### src/rtl/d16_lr_pkg.sv
// -----------------------------------------------------------------------------
// d16_lr_pkg
// Shared definitions for the d16 link-register controller: grant encoding,
// default geometry and small helpers used by the arbiter.
// -----------------------------------------------------------------------------
package d16_lr_pkg;

   localparam int LR_WIDTH = 16;   // default address/data width
   localparam int LR_DEPTH = 4;    // default return-stack entries

   // One value per possible winner of the link-register write arbitration.
   typedef enum logic [2:0] {
      GNT_NONE = 3'd0,
      GNT_IRQ  = 3'd1,
      GNT_CALL = 3'd2,
      GNT_RET  = 3'd3,
      GNT_WR   = 3'd4
   } gnt_e;

   // Interrupt entry and call both save the current LR onto the stack.
   function automatic logic gnt_is_push(input gnt_e g);
      return (g == GNT_IRQ) || (g == GNT_CALL);
   endfunction

   // Only a return reads the stack.
   function automatic logic gnt_is_pop(input gnt_e g);
      return (g == GNT_RET);
   endfunction

endpackage

### src/rtl/lr_stack_mem.sv
// -----------------------------------------------------------------------------
// lr_stack_mem
// DEPTH x WIDTH register file holding the hardware return-address stack.
// One synchronous write port, one asynchronous read port, synchronous
// active-high reset clearing every entry to zero.
//
// Ports:
//   clk      - system clock
//   rst      - synchronous active-high reset (clears all entries)
//   wr_en    - write strobe
//   wr_addr  - entry written on the rising edge when wr_en is high
//   wr_data  - value written
//   rd_addr  - entry presented on rd_data
//   rd_data  - combinational read data
// -----------------------------------------------------------------------------
module lr_stack_mem #(
   parameter int DEPTH = 4,
   parameter int WIDTH = 16,
   parameter int AW    = $clog2(DEPTH)
) (
   input  logic             clk,
   input  logic             rst,
   input  logic             wr_en,
   input  logic [AW-1:0]    wr_addr,
   input  logic [WIDTH-1:0] wr_data,
   input  logic [AW-1:0]    rd_addr,
   output logic [WIDTH-1:0] rd_data
);

   logic [WIDTH-1:0] mem_r [DEPTH];

   // Entry storage: cleared on reset, otherwise written at wr_addr on wr_en.
   always_ff @(posedge clk) begin
      if (rst) begin
         for (int i = 0; i < DEPTH; i++) begin
            mem_r[i] <= {WIDTH{1'b0}};
         end
      end else if (wr_en) begin
         mem_r[wr_addr] <= wr_data;
      end
   end

   assign rd_data = mem_r[rd_addr];

endmodule

### src/rtl/lr_ctrl.sv
// -----------------------------------------------------------------------------
// lr_ctrl
// Link-register controller for the d16 core. Arbitrates writes to the link
// register (irq > call > ret > wr), keeps a circular hardware return-address
// stack and reports sticky overflow/underflow.
//
// Ports:
//   clk, rst              - clock, synchronous active-high reset
//   irq_req / irq_addr    - interrupt entry: push lr_cur, load irq_addr
//   call_req / call_addr  - call: push lr_cur, load call_addr
//   ret_req               - return: pop stack top into LR (0 if empty)
//   wr_req / wr_data      - explicit LR write, no stack effect
//   lr_cur                - current link register value
//   clr_flags             - clears sticky ovf/unf
//   irq_ack .. wr_ack     - one-hot combinational grants
//   lr_wr_en / lr_in      - link register write enable and data
//   depth                 - number of valid stack entries (0..DEPTH)
//   ovf / unf             - sticky push-while-full / pop-while-empty
// -----------------------------------------------------------------------------
module lr_ctrl
   import d16_lr_pkg::*;
#(
   parameter int DEPTH = LR_DEPTH,
   parameter int WIDTH = LR_WIDTH
) (
   input  logic                     clk,
   input  logic                     rst,
   input  logic                     irq_req,
   input  logic [WIDTH-1:0]         irq_addr,
   input  logic                     call_req,
   input  logic [WIDTH-1:0]         call_addr,
   input  logic                     ret_req,
   input  logic                     wr_req,
   input  logic [WIDTH-1:0]         wr_data,
   input  logic [WIDTH-1:0]         lr_cur,
   input  logic                     clr_flags,
   output logic                     irq_ack,
   output logic                     call_ack,
   output logic                     ret_ack,
   output logic                     wr_ack,
   output logic                     lr_wr_en,
   output logic [WIDTH-1:0]         lr_in,
   output logic [$clog2(DEPTH):0]   depth,
   output logic                     ovf,
   output logic                     unf
);

   localparam int AW = $clog2(DEPTH);
   localparam int DW = AW + 1;

   localparam logic [AW-1:0] PTR_ONE    = AW'(1'b1);
   localparam logic [DW-1:0] DEPTH_ONE  = DW'(1'b1);
   localparam logic [DW-1:0] DEPTH_FULL = DW'(DEPTH);

   gnt_e             gnt_s;
   logic             push_s;
   logic             pop_s;
   logic             full_s;
   logic             empty_s;
   logic [AW-1:0]    top_addr_s;
   logic [WIDTH-1:0] top_data_s;

   logic [AW-1:0]    sp_r;
   logic [DW-1:0]    depth_r;
   logic             ovf_r;
   logic             unf_r;

   logic [AW-1:0]    sp_nxt_s;
   logic [DW-1:0]    depth_nxt_s;
   logic             ovf_set_s;
   logic             unf_set_s;

   assign full_s     = (depth_r == DEPTH_FULL);
   assign empty_s    = (depth_r == {DW{1'b0}});
   // Stack top lives one below the write pointer; the pointer wraps, so
   // after an overflow the newest entries are still the ones popped first.
   assign top_addr_s = sp_r - PTR_ONE;
   assign push_s     = gnt_is_push(gnt_s);
   assign pop_s      = gnt_is_pop(gnt_s);

   lr_stack_mem #(
      .DEPTH   (DEPTH),
      .WIDTH   (WIDTH),
      .AW      (AW)
   ) u_stack (
      .clk     (clk),
      .rst     (rst),
      .wr_en   (push_s),
      .wr_addr (sp_r),
      .wr_data (lr_cur),
      .rd_addr (top_addr_s),
      .rd_data (top_data_s)
   );

   // Fixed-priority arbiter; reset suppresses every grant.
   always_comb begin
      gnt_s = GNT_NONE;
      if (rst) begin
         gnt_s = GNT_NONE;
      end else if (irq_req) begin
         gnt_s = GNT_IRQ;
      end else if (call_req) begin
         gnt_s = GNT_CALL;
      end else if (ret_req) begin
         gnt_s = GNT_RET;
      end else if (wr_req) begin
         gnt_s = GNT_WR;
      end else begin
         gnt_s = GNT_NONE;
      end
   end

   // Grant decode: acks and link-register write data.
   always_comb begin
      irq_ack  = 1'b0;
      call_ack = 1'b0;
      ret_ack  = 1'b0;
      wr_ack   = 1'b0;
      lr_in    = {WIDTH{1'b0}};
      case (gnt_s)
         GNT_IRQ: begin
            irq_ack = 1'b1;
            lr_in   = irq_addr;
         end
         GNT_CALL: begin
            call_ack = 1'b1;
            lr_in    = call_addr;
         end
         GNT_RET: begin
            // An empty pop is still acknowledged but loads zero.
            ret_ack = 1'b1;
            if (empty_s) begin
               lr_in = {WIDTH{1'b0}};
            end else begin
               lr_in = top_data_s;
            end
         end
         GNT_WR: begin
            wr_ack = 1'b1;
            lr_in  = wr_data;
         end
         GNT_NONE: begin
            lr_in = {WIDTH{1'b0}};
         end
         default: begin
            lr_in = {WIDTH{1'b0}};
         end
      endcase
      lr_wr_en = irq_ack | call_ack | ret_ack | wr_ack;
   end

   // Next stack pointer, occupancy and flag-set conditions.
   always_comb begin
      sp_nxt_s    = sp_r;
      depth_nxt_s = depth_r;
      ovf_set_s   = 1'b0;
      unf_set_s   = 1'b0;
      if (push_s) begin
         sp_nxt_s = sp_r + PTR_ONE;
         if (full_s) begin
            // Oldest entry is overwritten; occupancy saturates.
            depth_nxt_s = depth_r;
            ovf_set_s   = 1'b1;
         end else begin
            depth_nxt_s = depth_r + DEPTH_ONE;
         end
      end else if (pop_s) begin
         if (empty_s) begin
            unf_set_s = 1'b1;
         end else begin
            sp_nxt_s    = top_addr_s;
            depth_nxt_s = depth_r - DEPTH_ONE;
         end
      end else begin
         sp_nxt_s    = sp_r;
         depth_nxt_s = depth_r;
      end
   end

   // Pointer, occupancy and sticky flags; a new event beats clr_flags.
   always_ff @(posedge clk) begin
      if (rst) begin
         sp_r    <= {AW{1'b0}};
         depth_r <= {DW{1'b0}};
         ovf_r   <= 1'b0;
         unf_r   <= 1'b0;
      end else begin
         sp_r    <= sp_nxt_s;
         depth_r <= depth_nxt_s;
         ovf_r   <= ovf_set_s | (ovf_r & ~clr_flags);
         unf_r   <= unf_set_s | (unf_r & ~clr_flags);
      end
   end

   assign depth = depth_r;
   assign ovf   = ovf_r;
   assign unf   = unf_r;

endmodule

### config.mk
export PLATFORM = sky130hd
export DESIGN_NAME = lr_ctrl
export DESIGN_NICKNAME = d
export VERILOG_FILES = /design/src/rtl/d16_lr_pkg.sv /design/src/rtl/lr_stack_mem.sv /design/src/rtl/lr_ctrl.sv
export SDC_FILE = /design/constraint.sdc
export NUM_CORES = 1
export LEC_CHECK = 0
export ABC_AREA = 1
export BUFFER_PORTS_ARGS = -buffer_cell sky130_fd_sc_hd__buf_2
export CORE_MARGIN = 2
export CORE_UTILIZATION = 47
export DETAILED_ROUTE_END_ITERATION = 10
export PLACE_DENSITY = 0.83
export SLEW_MARGIN = 40
export SYNTH_ARGS = -nofsm -noshare
export SYNTH_HDL_FRONTEND = slang
export SYNTH_SLANG_ARGS = --single-unit
### constraint.sdc
create_clock -name clk -period 1.6 [get_ports clk]
set_clock_uncertainty 0.1 [all_clocks]
set_input_delay 0.08 -clock clk [delete_from_list [all_inputs] [get_ports clk]]
set_output_delay 0.08 -clock clk [all_outputs]
set_load 0.02 [all_outputs]
==> flow_metrics.env <==
export IMPL_outcome="finished, violations left"
export IMPL_violations="negative hold slack, negative setup slack"
export IMPL_num_vias=3431
export IMPL_cp_buffers_inverters=2
export IMPL_area_growth_pct=37.04
export IMPL_diodes=0
export IMPL_synth_xor_area_frac=0.002451
export IMPL_place_congestion=0.8664
export IMPL_synth_adder_area_share=0.005602
export IMPL_cts_htree_levels=3
export IMPL_setup_viol=16
export IMPL_port_buffers=96
export IMPL_ys_seq_area_frac=0.5770
export IMPL_max_stage_delay_ns=0.39
export IMPL_met2_usage=0.4599
export IMPL_nets=601
export IMPL_arrival_ns=1.67
export IMPL_worstPathCellList="nor2_2 > buf_4 > nand2_1 > nand4_1 > nand2_1 > nand4_1 > buf_4"
export IMPL_cp_slowest_cell="dfxtp_4"
export IMPL_grt_pass1_vias=3382
export IMPL_hp_class="in2reg"
export IMPL_grt_use_met1=0.2949
export IMPL_layout_setup_ws_ns=-0.2520
export IMPL_grt_start_max_net_pins=21
export IMPL_synth_top_family_by_area="simple AND/OR/NAND/NOR gates"
export IMPL_cap_violations=0
export IMPL_die_w_um=91.20
export IMPL_crit_path_start_kind="flip-flop"
export IMPL_grtUsageTotal=0.2646
export IMPL_grt_pass1_wl_um=16660
export IMPL_routed_wirelength_um=10510
export IMPL_drive_gt1_frac=0.3596
export IMPL_worstHoldStart="rst"
export IMPL_p_switching_w=0.001524
export IMPL_yosysUniqueCellTypes=29
export IMPL_yosys_area_top_type="edfxtp_1"
export IMPL_rsz0062_at_grt="true"
export IMPL_io_pin_count=97
export IMPL_die_h_um=91.20
export IMPL_final_cell_area_um2=4897
export IMPL_cts_tree="yes"
export IMPL_intPower_w=0.003459
export IMPL_reg2reg_from="sp_r[1]"
export IMPL_busiest_layer="met2"
export IMPL_tightest_slew_ns=0.4444
export IMPL_drtPass1Iterations=5
export IMPL_vias_per_cell=5.420
export IMPL_grt_ovfl_total=0
export IMPL_critPathTopFamily="simple AND/OR/NAND/NOR gates"
export IMPL_p_per_area_nw_per_um2=1017
export IMPL_relSlewSlack=0.7027
export IMPL_clock_latency_ns=0.36
export IMPL_post_route_drc_count=0
export IMPL_grt_antenna_before_repair=0
export IMPL_synthTopCellsByArea="edfxtp_1, nand2_1, nor2_1, inv_1, a22oi_1"
export IMPL_clk_pin_slew_ns=0.08
export IMPL_dp_slack_ns=0.02831
export IMPL_leakage_nw=2.197
export IMPL_cp_startpoint="sp_r[1]"
export IMPL_core_area_um2=7292
export IMPL_clockRootBuffer="clkbuf_8"
export IMPL_avgSynthCellArea_um2=9.116
export IMPL_drt_iter0_drc=479
export IMPL_dp_hpwl_um=6495
export IMPL_hold_viol=1
export IMPL_timing_hold_ws_ns=-0.0007275
export IMPL_post_route_period_util=1.157
export IMPL_ys_ff_latch=71
export IMPL_crit_path_end_kind="output pin"
export IMPL_cts_sinks=71
export IMPL_syn_area_um2=3573
export IMPL_yosys_warnings=0
export IMPL_crit_type="reg2out"
export IMPL_cts_path_max_buffers=2
export IMPL_placed_area_um2=4303
export IMPL_period_needed_ns=1.852
export IMPL_use_met3=0.07801
export IMPL_seq_power_share=0.469
export IMPL_power_frac_comb=0.262
export IMPL_synthCells=392
export IMPL_rows=31
export IMPL_synth_compound_area_frac=0.08718
export IMPL_swShare=0.3058
export IMPL_die_area_um2=8317
export IMPL_cts_buffers_inserted=9
export IMPL_wl_per_cell_um=16.61
export IMPL_syn_num_nets=464
export IMPL_antenna_left=0
export IMPL_synth_top_area_share=0.5378
export IMPL_slew_violations=0
export IMPL_max_freq_ghz=0.5400
export IMPL_initial_core_util=0.4900
export IMPL_required_ns=1.42
export IMPL_irDropWorstVdd_v=0.0004715
export IMPL_path_max_fanout=5
export IMPL_clock_power_share=0.269
export IMPL_yosys_area_share_simple=0.2388
export IMPL_synthMuxAreaShare=0
-- state kept, by name, indices dropped and copies added (netlist names) --
register,count
u_stack.mem_r,64
depth,3
sp_r,2
ovf,1
unf,1
-- routing by layer --
layer  up-vias  part of all wire  routed length (um)
li1       1578                 -                   -
met1      1578              0.36                3793
met2       229              0.50                5268
met3        46              0.10                1063
met4         0             0.037                 389
met5         -                 0                   0
-- power groups by stage --
stage          Clock, W  Sequential, W  Combinational, W
5_1_grt         0.00142        0.00235           0.00140
4_1_cts         0.00133        0.00232           0.00125
3_3_place_gp          0        0.00233           0.00103
3_5_place_dp          0        0.00233           0.00105
2_1_floorplan         0        0.00232          0.000621
6_report        0.00134        0.00234           0.00130
-- stage by stage --
stage | instances | total power, W | util | TNS [ns]
2_1_floorplan | 392 | 0.002943 | - | -0.2302
3_3_place_gp | 594 | 0.003357 | 0.5901 | 0
3_5_place_dp | 594 | 0.003386 | 0.5901 | 0
4_1_cts | 631 | 0.004903 | 0.6656 | -2.392
5_1_grt | 633 | 0.005178 | 0.6716 | -4.191
6_report | 633 | 0.004983 | 0.6716 | -3.167
-- worst register-to-register path, delay by kind of cell, from the launching register on --
kind | cells | cell delay (ns)
and+or+nand+nor | 2 | 0.46
DFF | 1 | 0.39
buffers and inverters | 2 | 0.21
-- cells in the mapped netlist (all sizes together) --
cell / instances
nand3b: 8
buf: 14
a22oi: 19
o21ai: 5
o22ai: 1
inv: 55
or2: 1
a21oi: 11
nand3: 18
nor3: 1
clkbuf: 1
dfxtp: 7
a22o: 9
clkinv: 1
nor2: 77
xnor2: 1
nand4: 6
fa: 1
nand2: 92
edfxtp: 64
-- kinds of logic after synthesis --
logic type / after synthesis
buffers and inverters: 71
AOI/OAI and AO/OA: 45
DFF: 71
and+or+nand+nor: 203
xor gates and xnor gates: 1
adders and majority gates: 1
-- final cells by class --
class	instances	area, um2
Timing Repair Buffer	141	978.4
Sequential cell	71	2071
Inverter	56	222.7
Fill cell	531	2395
Multi-Input combinational cell	250	1315
Clock inverter	3	17.52
Tap cell	99	123.9
Clock buffer	13	168.9
-- worst paths after layout --
kind | depth (start not counted) | to | slack (ns)
setup / recovery | 7 | lr_in[11] | -0.25
setup reg to reg | 4 | u_stack.mem_r[0][7] | 0.08
hold reg to reg | 2 | ovf | 0.38
hold / removal | 3 | sp_r[1] | -0.0007
-- what timing repair did --
action / 4_1_cts / 5_1_grt
cloned: 2 / 0
resized for setup: 54 / 8
buffers inserted: 3 / 2
hold buffers: 16 / 0
endpoints found under the hold margin: 20 / 0
endpoints found under the setup margin: 16 / 17
pin swaps: 14 / 4
-- cells in the final DEF (no fill, tap or decap), types with 2 or more instances in the layout --
cell           Yosys  routed
nand3_2            1       2
inv_4              1       3
clkinv_2           0       2
buf_12             0       5
nand4_1            6       6
a22oi_2            0      15
dlygate4sd3_1      0      16
dfxtp_4            0       2
dfxtp_1            7       4
nand2_2            0       6
edfxtp_1          64      64
nand3_1           17      16
buf_2              6      88
a21oi_1           11      11
a22o_1             9       9
inv_2              7      11
inv_1             47      40
clkbuf_8           0      12
nand2_1           92      86
o21ai_2            1       2
o21ai_0            3       3
nand3b_1           8       8
buf_4              5      22
buf_6              3      10
nor2_4             1       2
nor2_1            75      72
a22oi_1           19       4
nor2_2             1       3
Power figures use the tool's default switching activity.
